<file path="src/rtl/interrupt_controller.sv">
// ---------------------------------------------------------------------------
// interrupt_controller
//
// Latches request pulses from the timer and other sources, masks and
// prioritises them, and raises one IRQ to the CPU together with a 10-bit
// handler vector. It then tracks the in-service state until the CPU signals
// return-from-interrupt. Nesting is not supported.
//
// Priority: bit WIDTH-1 is the highest (the timer pulse line).
// Vector:   (VEC_BASE + sel * VEC_STRIDE) mod 1024.
//
// Optional build macro:
//   IRQ_EDGE_EN  defined   -> a request line pends once per rising edge.
//                undefined -> level capture; a line held high re-pends on
//                             every cycle, including the cycle of its own ack.
//
// Ports:
//   clk         in   1      clock, all state changes on the rising edge
//   reset       in   1      synchronous, active-high reset
//   req         in   WIDTH  request lines (pulses or levels)
//   int_en      in   1      global interrupt enable
//   mask_we     in   1      mask register write enable
//   mask_d      in   WIDTH  mask data, 1 = line enabled
//   ack         in   1      CPU took the vector (honoured only while irq=1)
//   reti        in   1      return from interrupt (honoured only in service)
//   irq         out  1      interrupt request to the CPU (registered)
//   vector      out  10     handler address, stable while irq=1 (registered)
//   pending     out  WIDTH  latched, unserved requests
//   in_service  out  1      handler running (registered)
// ---------------------------------------------------------------------------
module interrupt_controller #(
    parameter int WIDTH      = 8,
    parameter int VEC_BASE   = 1008,
    parameter int VEC_STRIDE = 2
) (
    input  logic             clk,
    input  logic             reset,
    input  logic [WIDTH-1:0] req,
    input  logic             int_en,
    input  logic             mask_we,
    input  logic [WIDTH-1:0] mask_d,
    input  logic             ack,
    input  logic             reti,
    output logic             irq,
    output logic [9:0]       vector,
    output logic [WIDTH-1:0] pending,
    output logic             in_service
);

    localparam int SEL_W = (WIDTH > 1) ? $clog2(WIDTH) : 1;

    typedef enum logic [1:0] {
        IDLE,
        REQ,
        SERVICE
    } state_t;

    state_t             state;
    state_t             state_d;
    logic [WIDTH-1:0]   mask;
    logic [WIDTH-1:0]   cap;
    logic [WIDTH-1:0]   clr;
    logic [SEL_W-1:0]   sel;
    logic [SEL_W-1:0]   sel_q;
    logic [SEL_W-1:0]   sel_d;
    logic [9:0]         vec_calc;
    logic [9:0]         vector_d;
    logic               irq_d;
    logic               in_service_d;

    // -----------------------------------------------------------------------
    // Request capture
    // -----------------------------------------------------------------------
`ifdef IRQ_EDGE_EN
    logic [WIDTH-1:0] req_q;

    always_ff @(posedge clk) begin
        if (reset) begin
            req_q <= '0;
        end else begin
            req_q <= req;
        end
    end

    assign cap = req & ~req_q;
`else
    assign cap = req;
`endif

    // -----------------------------------------------------------------------
    // Priority encoder: the highest set pending bit wins. Later loop
    // iterations overwrite earlier ones, so the top index survives.
    // -----------------------------------------------------------------------
    always_comb begin
        // NOTE: assign a default before any conditional so no path leaves the
        // variable unassigned; otherwise synthesis infers a latch.
        sel = '0;
        for (int i = 0; i < WIDTH; i++) begin
            if (pending[i]) begin
                sel = SEL_W'(i);
            end
        end
    end

    // Truncation to 10 bits is the intended mod-1024 wrap.
    assign vec_calc = 10'(VEC_BASE + 32'(sel) * VEC_STRIDE);

    // -----------------------------------------------------------------------
    // Next-state and registered-output logic
    // -----------------------------------------------------------------------
    always_comb begin
        state_d      = state;
        sel_d        = sel_q;
        vector_d     = vector;
        irq_d        = irq;
        in_service_d = in_service;
        clr          = '0;

        case (state)
            IDLE: begin
                if (int_en && (|pending)) begin
                    state_d  = REQ;
                    sel_d    = sel;
                    vector_d = vec_calc;
                    irq_d    = 1'b1;
                end
            end

            // Vector and sel_q stay frozen here: a higher-priority arrival
            // waits for the next IDLE pass instead of retargeting the CPU.
            REQ: begin
                if (ack) begin
                    state_d      = SERVICE;
                    clr[sel_q]   = 1'b1;
                    irq_d        = 1'b0;
                    in_service_d = 1'b1;
                end else if (!int_en) begin
                    state_d = IDLE;
                    irq_d   = 1'b0;
                end
            end

            SERVICE: begin
                if (reti) begin
                    state_d      = IDLE;
                    in_service_d = 1'b0;
                end
            end

            default: begin
                state_d      = IDLE;
                irq_d        = 1'b0;
                in_service_d = 1'b0;
            end
        endcase
    end

    // -----------------------------------------------------------------------
    // State registers
    // -----------------------------------------------------------------------
    always_ff @(posedge clk) begin
        if (reset) begin
            // NOTE: sel_q is only meaningful in REQ, but it is reset with the
            // rest so simulation never carries X into the clear logic.
            state      <= IDLE;
            mask       <= '0;
            pending    <= '0;
            sel_q      <= '0;
            vector     <= '0;
            irq        <= 1'b0;
            in_service <= 1'b0;
        end else begin
            // NOTE: non-blocking assignments in clocked logic so every register
            // samples the pre-edge values, independent of statement order.
            state      <= state_d;
            sel_q      <= sel_d;
            vector     <= vector_d;
            irq        <= irq_d;
            in_service <= in_service_d;
            // Clear first, then set: a new capture on the bit being
            // acknowledged in the same cycle is kept.
            pending    <= (pending & ~clr) | (cap & mask);
            if (mask_we) begin
                mask <= mask_d;
            end
        end
    end

endmodule
</file>
<file path="config.mk">
export PLATFORM = sky130hd
export DESIGN_NAME = interrupt_controller
export DESIGN_NICKNAME = d
export VERILOG_FILES = /design/src/rtl/interrupt_controller.sv
export SDC_FILE = /design/constraint.sdc
export NUM_CORES = 1
export LEC_CHECK = 0
export ABC_CLOCK_PERIOD_IN_PS = 1500
export CORE_UTILIZATION = 40
export DETAILED_ROUTE_END_ITERATION = 10
export GPL_ROUTABILITY_DRIVEN = 0
export PLACE_DENSITY = 0.77
export SLEW_MARGIN = 20
export SYNTH_ARGS = -nofsm -noshare
export SYNTH_HDL_FRONTEND = slang
export SYNTH_SLANG_ARGS = --single-unit
</file>
<file path="constraint.sdc">
create_clock -name clk -period 1.5 [get_ports clk]
set_clock_uncertainty 0.05 [all_clocks]
set_input_delay 0.225 -clock clk [delete_from_list [all_inputs] [get_ports clk]]
set_output_delay 0.225 -clock clk [all_outputs]
set_load 0.005 [all_outputs]
</file>
Word-level counts from Yosys, hierarchy flattened:

Index checks and enable logic that the tools add are counted.

* order comparisons: 2
* shifts and indexed selects: 0
* add/subtract/negate cells: 1
* eq/ne operators: 6
* reduce and logical (&&, ||, !) cells: 8
* multiplexer cells: 23
* div/mod/pow operators: 0
* multiply operators: 0
* bitwise operators: 6

Operator list (count)
* $and 8x8->8: 2
* $mux 8: 2
* $mux 3: 5
* $add 10x4->10 const A: 1
* $mux 2: 5
* $reduce_and 3->1: 3
* $not 8->8: 1
* $or 8x8->8: 1
* $reduce_or 8->1: 1
* $mux 1: 7
* $ne 2x2->1 const B: 3
* $pmux 1 s3: 2
* $pmux 2 s3: 1
* $lt 3x4->1 const B: 1
* $demux 1 s3: 1
* $ge 3x1->1 const B: 1
* $ne 3x3->1 const B: 1
* $eq 2x1->1 const B: 1
* $eq 2x2->1 const B: 1
* $logic_and 1x1->1: 2
* $logic_not 2->1: 1
* $not 1->1: 2
* $reduce_and 2->1: 1

* register bits: 33
* bits in latches: 0
* bits in writable memories: 0
* memories kept: 0
* ROM bits: 0
* output and inout bits: 20
* input port bits: 22
* word-level logic and storage cells: 53

Longest topological paths before layout:

* depth after elaboration: 9
* depth in mapped cells: 4
* mapped depth without buffers: 4

Least setup slack after synthesis:

OpenSTA, ideal clock, no wires.

* kind: reg2reg
* from: register pending[6]
* to: register sel_q[0]
* cell stages (with the launch flop): 5
* library setup time: 0.114 ns
* data required time: 1.336 ns
* slack: 0.260 ns
* buffers on the path: 0
* arrival time: 1.076 ns
* clock period less this slack: 1.240 ns
* cell sequence: dfxtp_1 nor4_4 a211oi_4 o311a_1 nor3_1

* cells in the longest elaborated chain, start to end: 3
* elaborated cells on any way between the ends: 5
* those cells by class: mux: 2; reduce/logical: 3

Ends and longest elaborated chain
* start, declared: RTL line 46 `output logic [WIDTH-1:0] pending,`
* start signal, assigned: RTL line 182 `pending <= (pending & ~clr) | (cap & mask);`
* $reduce_or 8->1: RTL line 121 `if (int_en && (|pending)) begin`
* $logic_and 1x1->1: RTL line 121
* $reduce_and 2->1 (no line)
* end signal, assigned: RTL line 176 `sel_q <= sel_d;`
* end, declared: RTL line 64 `logic [SEL_W-1:0] sel_q;`

Several ways; a longest one is shown, not always the timed one.
A chain may end at the register's enable or synchronous reset.

==> flow_metrics.py <==
metrics = {
    "run_status": {
        "status": "completed",
    },
    "timing": {
        "slew_violations": 0,
        "postLayoutSetupSlackWorst_ps": 47.6,
        "fin_crit_sh_pct": 96.8,
        "setup_violations": 0,
        "hold_violations": 0,
        "finalCriticalPeriod_ps": 1450,
        "fmax_ghz": 0.689,
        "hold_ws_ps": 392,
        "rsz0062_at_grt": "true",
        "finalSetupTns_ps": 0,
    },
    "routing": {
        "vias": 978,
        "via_per_inst": 5.09,
        "drt-initial-drc-count": 22,
        "drc_errors": 0,
        "antenna_left": 0,
        "routed_wl_mm": 2.65,
        "drt-wirelength-per-cell_um": 13.8,
        "drtPass1Iterations": 4,
    },
    "layout": {
        "regArea_um2": 520,
        "fin_util_pct": 70.3,
        "layout-drive-gt1-share_pct": 23.8,
        "synthToLayoutAreaGrowth_pct": 60.4,
        "fill_cells": 198,
        "diodes": 0,
        "multi_input_area_um2": 469,
        "final_cell_area_um2": 1610,
        "stdcell_count": 192,
        "nNetsFinal": 187,
    },
    "logic_synthesis": {
        "synth.top_cells.by_area": "dfxtp_1 (48%), mux2i_1 (8.0%), nor2_1 (7.5%)",
        "synth_nets": 135,
        "yosys_register_bits": 24,
        "synthSimpleGateAreaFrac_pct": 20.1,
        "syn_avg_cell_area_um2": 8.90,
        "synth_xor_area_share_pct": 0,
        "synthMuxAreaShare_pct": 7.96,
        "synth-compound-area-share_pct": 17.3,
        "synth_adder_area_share_pct": 0,
        "synth_commonest_cells": "dfxtp_1 (24), nor2_1 (20), a21oi_1 (14), nand2_1 (11), mux2i_1 (8)",
        "synth_area_um2": 1010,
        "yosysWarnings": 0,
        "yosys.area.top_type": "dfxtp_1",
        "synth_cells": 113,
        "synth.distinct_cells": 22,
        "async_flop_share_pct": 0,
        "synth_top_family_by_area": "simple AND/OR/NAND/NOR gates",
        "synth.most_common_cell": "dfxtp_1",
        "synth_top_area_share_pct": 47.8,
        "yosysSeqAreaShare_pct": 47.8,
        "synth-edff-count": 0,
        "synthFlopType": "dfxtp_1",
    },
    "grt": {
        "grt_pass1_vias": 917,
        "grt_overflow": 0,
        "grt_pass1_wl_mm": 4.06,
        "track_usage_pct": 20.8,
        "antenna_found_initial": 0,
        "grt_max_degree": 21,
    },
    "pwr": {
        "p_leak_nw": 0.837,
        "irDropWorstVdd_v": 0.000691,
        "power.total_mw": 1.42,
        "cellPowerDensity_nw_per_um2": 880,
    },
    "placed_design": {
        "numPlacedInstances": 178,
        "portBuffers": 40,
        "dp_hpwl_mm": 1.79,
        "preCtsSetupSlack_ps": -96.3,
        "post_dp_cell_area_um2": 1430,
    },
    "min_path": {
        "hold_path_class": "primary input to flip-flop",
        "holdPathEnd": "pending[4]$_SDFF_PP0_",
        "hold_path_depth": 3,
        "hp-start": "req[4]",
    },
    "die": {
        "start_util_pct": 43.8,
        "core_um2": 2300,
        "die_area_um2": 2720,
        "rows": 17,
        "die_w_um": 52.2,
        "io_pins": 42,
        "dieHeight_um": 52.2,
    },
    "setup_path": {
        "slowest_stage": "clkdlybuf4s50_1",
        "arrival_ps": 1180,
        "r2r_slack_ps": 50,
        "cp.required_ps": 1220,
        "worstSetupEndpointType": "output pin",
        "r2r_end": "sel_q[1]$_SDFFE_PP0P_",
        "slowest_delay_ps": 500,
        "cp-start-kind": "flip-flop",
        "ff2ff_path_depth": 5,
        "crit_chain": "clkdlybuf4s50_1",
        "crit_path_start": "sel_q[1]$_SDFFE_PP0P_",
        "timing.rr.start": "pending[3]$_SDFF_PP0_",
        "critPathMaxFanout": 2,
        "crit_type": "flip-flop to output pin",
        "cp_top_family": "buffers and inverters",
        "cp_num_buf_inv": 1,
    },
    "cts": {
        "htreeDepth": 1,
        "insertion_delay_ps": 310,
        "clk_pin_slew_ps": 130,
        "cts_tree": "done",
        "clock-root-buffer": "clkbuf_4",
        "cts_hold_buf": 0,
        "clkSinkCount": 24,
        "cts_buffer_depth": 2,
        "numCtsBuffers": 3,
    },
    "job": {
        "max_cap_viol_count": 0,
    },
}
==> flip-flops by register name, indices dropped and copies added (netlist names) <==
signal	flops
mask	8
sel_q	2
state	2
in_service	1
irq	1
pending	8
vector	2
==> metal layers <==
layer	share of wire, %	vias up	track usage, %
met3	7.5	6	2.92
li1	-	484	-
met1	38	438	23.8
met2	52	50	36.8
met4	2.1	0	11.4
met5	0	-	0
==> area by class of cell <==
class / instances / area share, %
Timing Repair Buffer: 56 / 33.8
Tap cell: 28 / 2.17
Inverter: 2 / 0.465
Multi-Input combinational cell: 78 / 29.1
Clock buffer: 4 / 2.25
Sequential cell: 24 / 32.2
==> how the worst max path moves through the flow <==
stage	to	slack [ps]	cells past startpoint
after floorplan	sel_q[0]$_SDFFE_PP0P_	260	4
after global placement	sel_q[0]$_SDFFE_PP0P_	-30	5
after detailed placement	sel_q[0]$_SDFFE_PP0P_	-100	5
after CTS	sel_q[1]$_SDFFE_PP0P_	-5	5
after global routing	irq$_SDFFE_PP0P_	-0.2	6
final	vector[2]	50	1
==> kinds of logic (layout without fill, tap and decap cells) <==
| group | after synthesis | count (layout) |
|---|---|---|
| simple gates | 41 | 41 |
| compound gates | 28 | 28 |
| flops | 24 | 24 |
| buf+inv | 11 | 62 |
| mux | 8 | 8 |
| other cells | 1 | 1 |
==> report_power, final <==
group | switching (mW) | internal (mW) | leakage [nW]
logic | 0.140 | 0.215 | 0.611
clock network | 0.191 | 0.148 | 0.0210
registers | 0.0430 | 0.684 | 0.206
==> worst min-delay path, cell delays in order <==
cell and delay, ps:
clkdlybuf4s50_1 390, nand2_1 60, a21oi_1 50
==> cell usage in the layout (no fill, tap or decap) <==
cell	count
a2111oi_0	1
a211oi_1	2
a211oi_4	1
a21oi_1	14
and3b_2	1
buf_4	16
clkbuf_4	3
clkbuf_8	1
clkdlybuf4s50_1	24
conb_1	1
dfxtp_1	10
dfxtp_2	5
dfxtp_4	9
dlygate4sd2_1	4
dlymetal6s2s_1	12
inv_1	2
mux2i_1	8
nand2_1	11
nand2b_1	3
nand2b_2	1
nor2_1	20
nor3_1	3
nor4_4	2
o21ai_0	7
o311a_1	1
o31ai_1	2
==> repair_timing <==
item	4_1_cts	5_1_grt
cloned	0	0
pin swaps	0	1
endpoints found under the setup margin	17	15
gates resized for setup	24	16
buffers inserted	7	3
Power figures use the tool's default switching activity.
